### src/rtl/exec_if.sv
// Operand/result bundle between the register group and the execute stage.
// master = register group side (drives operands), slave = exec_unit.
interface exec_if #(
    parameter int WIDTH = 16,
    parameter int NREG  = 4
);
    logic                    en_in;
    logic [3:0]              op;
    logic [$clog2(NREG)-1:0] rd;
    logic [WIDTH-1:0]        rd_q;
    logic [WIDTH-1:0]        rs_q;
    logic                    en_out;
    logic [WIDTH-1:0]        d_out;
    logic [NREG-1:0]         reg_en;
    logic                    flag_z;
    logic                    flag_c;
    logic                    flag_n;
    logic                    busy;

    modport master (
        output en_in, op, rd, rd_q, rs_q,
        input  en_out, d_out, reg_en, flag_z, flag_c, flag_n, busy
    );

    modport slave (
        input  en_in, op, rd, rd_q, rs_q,
        output en_out, d_out, reg_en, flag_z, flag_c, flag_n, busy
    );
endinterface

### src/rtl/exec_unit.sv
// Execute stage: single-cycle ALU ops plus a shift-add multiplier.
//
// state | meaning
// ------+---------------------------------------------------------------
// IDLE  | waiting for en_in; single-cycle ops resolve here
// MUL   | one shift-add iteration per cycle, busy high
// DONE  | en_out pulse cycle; en_in ignored, then back to IDLE
module exec_unit #(
    parameter int WIDTH = 16,
    parameter int NREG  = 4
) (
    input  logic   clk,
    input  logic   rst,
    exec_if.slave  bus
);
    localparam int CW = $clog2(WIDTH);
    localparam int RW = $clog2(NREG);

    localparam logic [3:0] OP_ADD = 4'd0;
    localparam logic [3:0] OP_SUB = 4'd1;
    localparam logic [3:0] OP_AND = 4'd2;
    localparam logic [3:0] OP_OR  = 4'd3;
    localparam logic [3:0] OP_XOR = 4'd4;
    localparam logic [3:0] OP_NOT = 4'd5;
    localparam logic [3:0] OP_SHL = 4'd6;
    localparam logic [3:0] OP_SHR = 4'd7;
    localparam logic [3:0] OP_MOV = 4'd8;
    localparam logic [3:0] OP_MUL = 4'd9;
    localparam logic [3:0] OP_CMP = 4'd10;

    typedef enum logic [1:0] {S_IDLE, S_MUL, S_DONE} state_t;

    state_t             state_q, state_d;
    logic               en_out_q, en_out_d;
    logic [WIDTH-1:0]   d_out_q, d_out_d;
    logic [NREG-1:0]    reg_en_q, reg_en_d;
    logic               flag_z_q, flag_z_d;
    logic               flag_c_q, flag_c_d;
    logic               flag_n_q, flag_n_d;
    logic               busy_q, busy_d;
    // Multiplicand and accumulator span the full product so the upper half
    // is available for the MUL carry flag.
    logic [2*WIDTH-1:0] mcand_q, mcand_d;
    logic [2*WIDTH-1:0] acc_q, acc_d;
    logic [WIDTH-1:0]   mplier_q, mplier_d;
    logic [CW-1:0]      cnt_q, cnt_d;
    logic [RW-1:0]      rd_sv_q, rd_sv_d;

    logic [WIDTH:0]     sum_ext, diff_ext;
    logic [2*WIDTH-1:0] acc_sum;
    logic [WIDTH-1:0]   alu_res;
    logic               alu_c, alu_wr, alu_fl;

    assign sum_ext  = {1'b0, bus.rd_q} + {1'b0, bus.rs_q};
    assign diff_ext = {1'b0, bus.rd_q} - {1'b0, bus.rs_q};
    assign acc_sum  = acc_q + (mplier_q[0] ? mcand_q : '0);

    // Single-cycle ALU result, carry, and whether it writes d_out / flags.
    always_comb begin
        alu_res = '0;
        alu_c   = 1'b0;
        alu_wr  = 1'b1;
        alu_fl  = 1'b1;
        case (bus.op)
            OP_ADD: begin alu_res = sum_ext[WIDTH-1:0];  alu_c = sum_ext[WIDTH];  end
            OP_SUB: begin alu_res = diff_ext[WIDTH-1:0]; alu_c = diff_ext[WIDTH]; end
            OP_CMP: begin
                alu_res = diff_ext[WIDTH-1:0];
                alu_c   = diff_ext[WIDTH];
                alu_wr  = 1'b0;
            end
            OP_AND: alu_res = bus.rd_q & bus.rs_q;
            OP_OR:  alu_res = bus.rd_q | bus.rs_q;
            OP_XOR: alu_res = bus.rd_q ^ bus.rs_q;
            OP_NOT: alu_res = ~bus.rd_q;
            OP_SHL: begin alu_res = {bus.rd_q[WIDTH-2:0], 1'b0}; alu_c = bus.rd_q[WIDTH-1]; end
            OP_SHR: begin alu_res = {1'b0, bus.rd_q[WIDTH-1:1]}; alu_c = bus.rd_q[0]; end
            OP_MOV: alu_res = bus.rs_q;
            default: begin alu_wr = 1'b0; alu_fl = 1'b0; end
        endcase
    end

    // Next-state and registered-output logic for the sequencer.
    always_comb begin
        state_d  = state_q;
        en_out_d = 1'b0;
        reg_en_d = '0;
        d_out_d  = d_out_q;
        flag_z_d = flag_z_q;
        flag_c_d = flag_c_q;
        flag_n_d = flag_n_q;
        busy_d   = busy_q;
        mcand_d  = mcand_q;
        acc_d    = acc_q;
        mplier_d = mplier_q;
        cnt_d    = cnt_q;
        rd_sv_d  = rd_sv_q;
        case (state_q)
            S_IDLE: begin
                if (bus.en_in) begin
                    if (bus.op == OP_MUL) begin
                        state_d  = S_MUL;
                        mcand_d  = {{WIDTH{1'b0}}, bus.rd_q};
                        mplier_d = bus.rs_q;
                        acc_d    = '0;
                        cnt_d    = '0;
                        rd_sv_d  = bus.rd;
                        busy_d   = 1'b1;
                    end else begin
                        state_d  = S_DONE;
                        en_out_d = 1'b1;
                        if (alu_wr) begin
                            d_out_d  = alu_res;
                            reg_en_d = NREG'(1) << bus.rd;
                        end
                        if (alu_fl) begin
                            flag_z_d = (alu_res == '0);
                            flag_c_d = alu_c;
                            flag_n_d = alu_res[WIDTH-1];
                        end
                    end
                end
            end
            S_MUL: begin
                acc_d    = acc_sum;
                mcand_d  = mcand_q << 1;
                mplier_d = mplier_q >> 1;
                cnt_d    = cnt_q + CW'(1);
                if (cnt_q == CW'(WIDTH - 1)) begin
                    state_d  = S_DONE;
                    busy_d   = 1'b0;
                    en_out_d = 1'b1;
                    d_out_d  = acc_sum[WIDTH-1:0];
                    reg_en_d = NREG'(1) << rd_sv_q;
                    flag_z_d = (acc_sum[WIDTH-1:0] == '0);
                    flag_c_d = |acc_sum[2*WIDTH-1:WIDTH];
                    flag_n_d = acc_sum[WIDTH-1];
                end
            end
            S_DONE:  state_d = S_IDLE;
            default: state_d = S_IDLE;
        endcase
    end

    // State and output registers; reset aborts any MUL in flight.
    always_ff @(posedge clk or negedge rst) begin
        if (!rst) begin
            state_q  <= S_IDLE;
            en_out_q <= 1'b0;
            d_out_q  <= '0;
            reg_en_q <= '0;
            flag_z_q <= 1'b0;
            flag_c_q <= 1'b0;
            flag_n_q <= 1'b0;
            busy_q   <= 1'b0;
            mcand_q  <= '0;
            acc_q    <= '0;
            mplier_q <= '0;
            cnt_q    <= '0;
            rd_sv_q  <= '0;
        end else begin
            state_q  <= state_d;
            en_out_q <= en_out_d;
            d_out_q  <= d_out_d;
            reg_en_q <= reg_en_d;
            flag_z_q <= flag_z_d;
            flag_c_q <= flag_c_d;
            flag_n_q <= flag_n_d;
            busy_q   <= busy_d;
            mcand_q  <= mcand_d;
            acc_q    <= acc_d;
            mplier_q <= mplier_d;
            cnt_q    <= cnt_d;
            rd_sv_q  <= rd_sv_d;
        end
    end

    assign bus.en_out = en_out_q;
    assign bus.d_out  = d_out_q;
    assign bus.reg_en = reg_en_q;
    assign bus.flag_z = flag_z_q;
    assign bus.flag_c = flag_c_q;
    assign bus.flag_n = flag_n_q;
    assign bus.busy   = busy_q;
endmodule

### src/flat_wrapper.sv
// flat-port wrapper written by rule: the top's interface ports become plain ports
module exec_unit_flat 
#(
    parameter int WIDTH = 16,
    parameter int NREG  = 4
)
  (clk, rst, bus_en_in, bus_op, bus_rd, bus_rd_q, bus_rs_q, bus_en_out, bus_d_out, bus_reg_en, bus_flag_z, bus_flag_c, bus_flag_n, bus_busy);
  exec_if #(.WIDTH(WIDTH), .NREG(NREG)) bus_i ();
  input  logic clk;
  input  logic rst;
  input wire logic [$bits(bus_i.en_in)-1:0] bus_en_in;
  input wire logic [$bits(bus_i.op)-1:0] bus_op;
  input wire logic [$bits(bus_i.rd)-1:0] bus_rd;
  input wire logic [$bits(bus_i.rd_q)-1:0] bus_rd_q;
  input wire logic [$bits(bus_i.rs_q)-1:0] bus_rs_q;
  output wire logic [$bits(bus_i.en_out)-1:0] bus_en_out;
  output wire logic [$bits(bus_i.d_out)-1:0] bus_d_out;
  output wire logic [$bits(bus_i.reg_en)-1:0] bus_reg_en;
  output wire logic [$bits(bus_i.flag_z)-1:0] bus_flag_z;
  output wire logic [$bits(bus_i.flag_c)-1:0] bus_flag_c;
  output wire logic [$bits(bus_i.flag_n)-1:0] bus_flag_n;
  output wire logic [$bits(bus_i.busy)-1:0] bus_busy;
  assign bus_i.en_in = bus_en_in;
  assign bus_i.op = bus_op;
  assign bus_i.rd = bus_rd;
  assign bus_i.rd_q = bus_rd_q;
  assign bus_i.rs_q = bus_rs_q;
  assign bus_en_out = bus_i.en_out;
  assign bus_d_out = bus_i.d_out;
  assign bus_reg_en = bus_i.reg_en;
  assign bus_flag_z = bus_i.flag_z;
  assign bus_flag_c = bus_i.flag_c;
  assign bus_flag_n = bus_i.flag_n;
  assign bus_busy = bus_i.busy;
  exec_unit #(.WIDTH(WIDTH), .NREG(NREG)) u_core (.clk(clk), .rst(rst), .bus(bus_i));
endmodule
### config.mk
export PLATFORM = sky130hd
export DESIGN_NAME = exec_unit_flat
export DESIGN_NICKNAME = d
export VERILOG_FILES = /design/src/rtl/exec_if.sv /design/src/rtl/exec_unit.sv /design/src/flat_wrapper.sv
export SDC_FILE = /design/constraint.sdc
export NUM_CORES = 1
export LEC_CHECK = 0
export ABC_AREA = 1
export CAP_MARGIN = 10
export CORE_MARGIN = 1
export CORE_UTILIZATION = 29
export CTS_BUF_LIST = sky130_fd_sc_hd__clkbuf_2 sky130_fd_sc_hd__clkbuf_4 sky130_fd_sc_hd__clkbuf_8
export CTS_CLUSTER_SIZE = 14
export DETAILED_ROUTE_END_ITERATION = 7
export GPL_TIMING_DRIVEN = 1
export HOLD_SLACK_MARGIN = 0.06
export SKIP_LAST_GASP = 1
export SYNTH_ARGS = -nofsm -noshare
export SYNTH_HDL_FRONTEND = slang
export SYNTH_SLANG_ARGS = --single-unit
### constraint.sdc
create_clock -name clk -period 2.7 [get_ports clk]
set_clock_uncertainty 0.2 [all_clocks]
set_input_delay 0.27 -clock clk [delete_from_list [all_inputs] [get_ports clk]]
set_output_delay 0.27 -clock clk [all_outputs]
set_load 0.02 [all_outputs]
==> flow_metrics.tcl <==
set metrics [dict create \
    outcome "complete, but fails checks" \
    violations "DRC, setup timing" \
    synth_ff_type "dfrtp_1" \
    clock-sinks 113 \
    grt_max_degree 87 \
    port_buffers 65 \
    synth_top_family_by_area "simple AND/OR/NAND/NOR gates" \
    hold_viol 0 \
    cp_data_required_time_ns 2.83 \
    drive_gt1_share_pct 28.1 \
    switching_share_pct 43.5 \
    max-slew-margin-rel_pct 33.7 \
    fmax_mhz 347 \
    ys_top_cells_by_count "nand2_1, inv_1, nor2_1" \
    seq_area_frac_synth_pct 26.7 \
    cts.htree.levels 4 \
    p_total_mw 10.9 \
    peakVddDrop_uv 337 \
    end_kind "flop" \
    path_max_fanout 6 \
    cts_buffer_depth 2 \
    max_cap_violations 0 \
    setup_violations 11 \
    vias 12300 \
    cp.arrival_ns 3.02 \
    diodes 0 \
    start_util_pct 29.6 \
    fillers 3717 \
    powerDensity_nw_per_um2 698 \
    drc 6 \
    drt.antenna.violating_nets 0 \
    p_int_mw 6.18 \
    wl_met2_um 21300 \
    setup-tns-final_ns -0.969 \
    grt_setup_unrepaired "true" \
    pwr-share-comb_pct 57.4 \
    die_h_um 193 \
    synthMuxAreaShare_pct 0 \
    core_um2 35700 \
    grt_antenna_before_repair 1 \
    synth_area_um2 10600 \
    fin_crit_sh_pct 107 \
    clkPwrFrac_pct 15.5 \
    crit_start "u_core.mplier_q[0]$_DFFE_PN0P_" \
    synth-simple-area-share_pct 36.6 \
    synthAdderAreaFrac_pct 10.0 \
    rr_worst_depth 19 \
    drtIter0Drc 797 \
    clkTransAtPathRegs_ns 0.09 \
    p_leak_nw 8.29 \
    gp_congestion 0.977 \
    hpwl_um 33300 \
    post_drt_wl_per_cell_um 16.8 \
    met3_wirelength_um 2010 \
    io_pins 66 \
    grt_pass1_wl_um 63900 \
    min-delay-path-class "input port to async pin" \
    syn_inst 1715 \
    numCtsBuffers 17 \
    synthArstFlopShare_pct 100 \
    path_class "flop to flop" \
    syn-num-nets 1839 \
    worst_slack_ns -0.185 \
    synth.most_common_cell "nand2_1" \
    synth_area_per_cell_um2 6.16 \
    num_rows 69 \
    worstMarginPinSlew_ns 0.991 \
    ys_ff_latch 113 \
    clk_latency_ns 0.45 \
    r2r_start "u_core.mplier_q[0]$_DFFE_PN0P_" \
    fp.dieW_um 193 \
    place_ws_ns -0.424 \
    synth_edf_count 0 \
    synth-xor-area-share_pct 1.16 \
    top_layer "met5" \
    dr.pass1.iters 7 \
    synth.area.top_cells "dfrtp_1, nand2_1, inv_1" \
    drv_slew 0 \
    grt.total_usage_pct 22.5 \
    wirelength_met1_um 18000 \
    area_growth_pct 48.1 \
    worstSetupStartpointType "flop" \
    synth_top_cell_by_area "dfrtp_1" \
    yosysTopAreaCellShare_pct 26.7 \
    grt_pass1_vias 11900 \
    overflow 0 \
    root_buffer "clkbuf_8" \
    fin_crit_ns 2.88 \
    cts_tree "yes" \
    routed_wl_um 42700 \
    die-area_um2 37200 \
    synth-compound-area-share_pct 12.8 \
    p_switching_mw 4.75 \
    yosysWarningCount 0 \
    vias_per_cell 4.84 \
    layout.nets 2193 \
    seqPwrFrac_pct 27.1 \
    ys_types 45 \
]
[what timing repair did]
action | 4_1_cts | 5_1_grt
buffers inserted | 1 | 11
gates cloned | 0 | 3
resized for setup | 51 | 198
hold endpoints to repair | 113 | 0
endpoints found under the setup margin | 16 | 28
pin swaps | 3 | 49
hold buffers | 1 | 0
[routing by layer]
metal  track usage, %  vias up
met2             39.9      333
met4             7.81        2
met5                0        -
met1             27.8     5766
li1                 -     6128
met3             3.00       78
[cells by family (layout without fill, tap and decap cells)]
logic type / Yosys count / in the layout
DFF: 113 / 113
adders and majority gates: 83 / 83
buffers and inverters: 339 / 706
xor gates and xnor gates: 14 / 14
and+or+nand+nor: 948 / 948
AOI/OAI and AO/OA: 218 / 218
[layout by cell type, fill, tap and decap left out, drive strengths merged, types with 5 or more instances in the layout]
cell	synthesis	layout
o211ai	22	22
o21a	9	9
dfrtp	113	113
a22oi	14	14
buf	29	314
o221ai	5	5
nand3	119	119
a22o	9	9
clkdlybuf4s50	0	64
nor2	153	153
o21bai	6	6
a21oi	50	50
or2	12	12
xnor2	9	9
nand3b	5	5
ha	80	80
o22ai	29	29
clkbuf	17	19
inv	292	302
xor2	5	5
nor3	14	14
o21ai	64	64
nand4	20	20
nand2	621	621
[power by group through the flow]
stage | combinational [mW] | sequential (mW) | clock [mW]
finish | 6.27 | 2.96 | 1.69
CTS | 5.22 | 2.90 | 1.72
global placement | 4.87 | 2.86 | 0
global route | 6.82 | 3.04 | 1.78
floorplan | 2.54 | 2.86 | 0
detailed placement | 4.92 | 2.88 | 0
[layout make-up]
| type | count | area [µm²] | share of cell area [%] |
|---|---|---|---|
| Timing Repair Buffer | 381 | 3260 | 20.8 |
| Tap cell | 461 | 577 | 3.68 |
| Clock buffer | 17 | 234 | 1.49 |
| Multi-Input combinational cell | 1263 | 7490 | 47.8 |
| Clock inverter | 15 | 169 | 1.08 |
| Inverter | 293 | 1100 | 7.04 |
| Sequential cell | 113 | 2830 | 18.1 |
[state kept, by name (all words and copies together), names as in the netlist]
name and count:
u_core.bus.busy 1, u_core.mcand_q 32, u_core.acc_q 32, u_core.mplier_q 16, u_core.state_q 2, u_core.bus.reg_en 4, u_core.bus.flag_z 1, u_core.bus.flag_n 1
u_core.bus.flag_c 1, u_core.rd_sv_q 2, u_core.bus.d_out 16, u_core.bus.en_out 1, u_core.cnt_q 4
[through the flow]
| step | instances | cell area [µm²] | hold WS [ns] | util (%) |
|---|---|---|---|---|
| 2_1_floorplan | 1715 | 10600 | -0.226 | - |
| 3_3_place_gp | 2495 | 14000 | 0.0176 | 39.2 |
| 3_5_place_dp | 2495 | 14000 | 0.0277 | 39.2 |
| 4_1_cts | 2529 | 14800 | 0.0744 | 41.3 |
| 5_1_grt | 2543 | 15700 | 0.123 | 43.8 |
| 6_report | 2543 | 15700 | 0.0801 | 43.8 |
[final timing paths]
kind | end | slack [ns]
max in group asynchronous | u_core.mplier_q[0]$_DFFE_PN0P_ | 1.37
worst min-delay path | u_core.mcand_q[25]$_DFFE_PN0P_ | 0.08
worst max-delay path | u_core.bus.flag_c$_DFFE_PN0P_ | -0.18
worst max register to register | u_core.bus.flag_c$_DFFE_PN0P_ | -0.18
worst min register to register | u_core.mcand_q[31]$_DFFE_PN0P_ | 0.29
min in group clk | u_core.rd_sv_q[0]$_DFFE_PN0P_ | 0.26
[critical path: stages, from the launching register on]
cell and delay [ns]:
dfrtp_2 0.52, buf_12 0.19, buf_12 0.13, nand2_2 0.05
inv_2 0.06, ha_4 0.32, nand2_4 0.08, buf_4 0.14
nor2_4 0.12, nand2_2 0.07, nor3_2 0.19, nand2_2 0.10
nand3_2 0.08, nand2_1 0.06, nand2_2 0.08, nand2_2 0.07
nor2_4 0.11, nand3_2 0.09, nand2_2 0.06, a21oi_2 0.05
No activity file was read; power rests on OpenSTA's default activity.
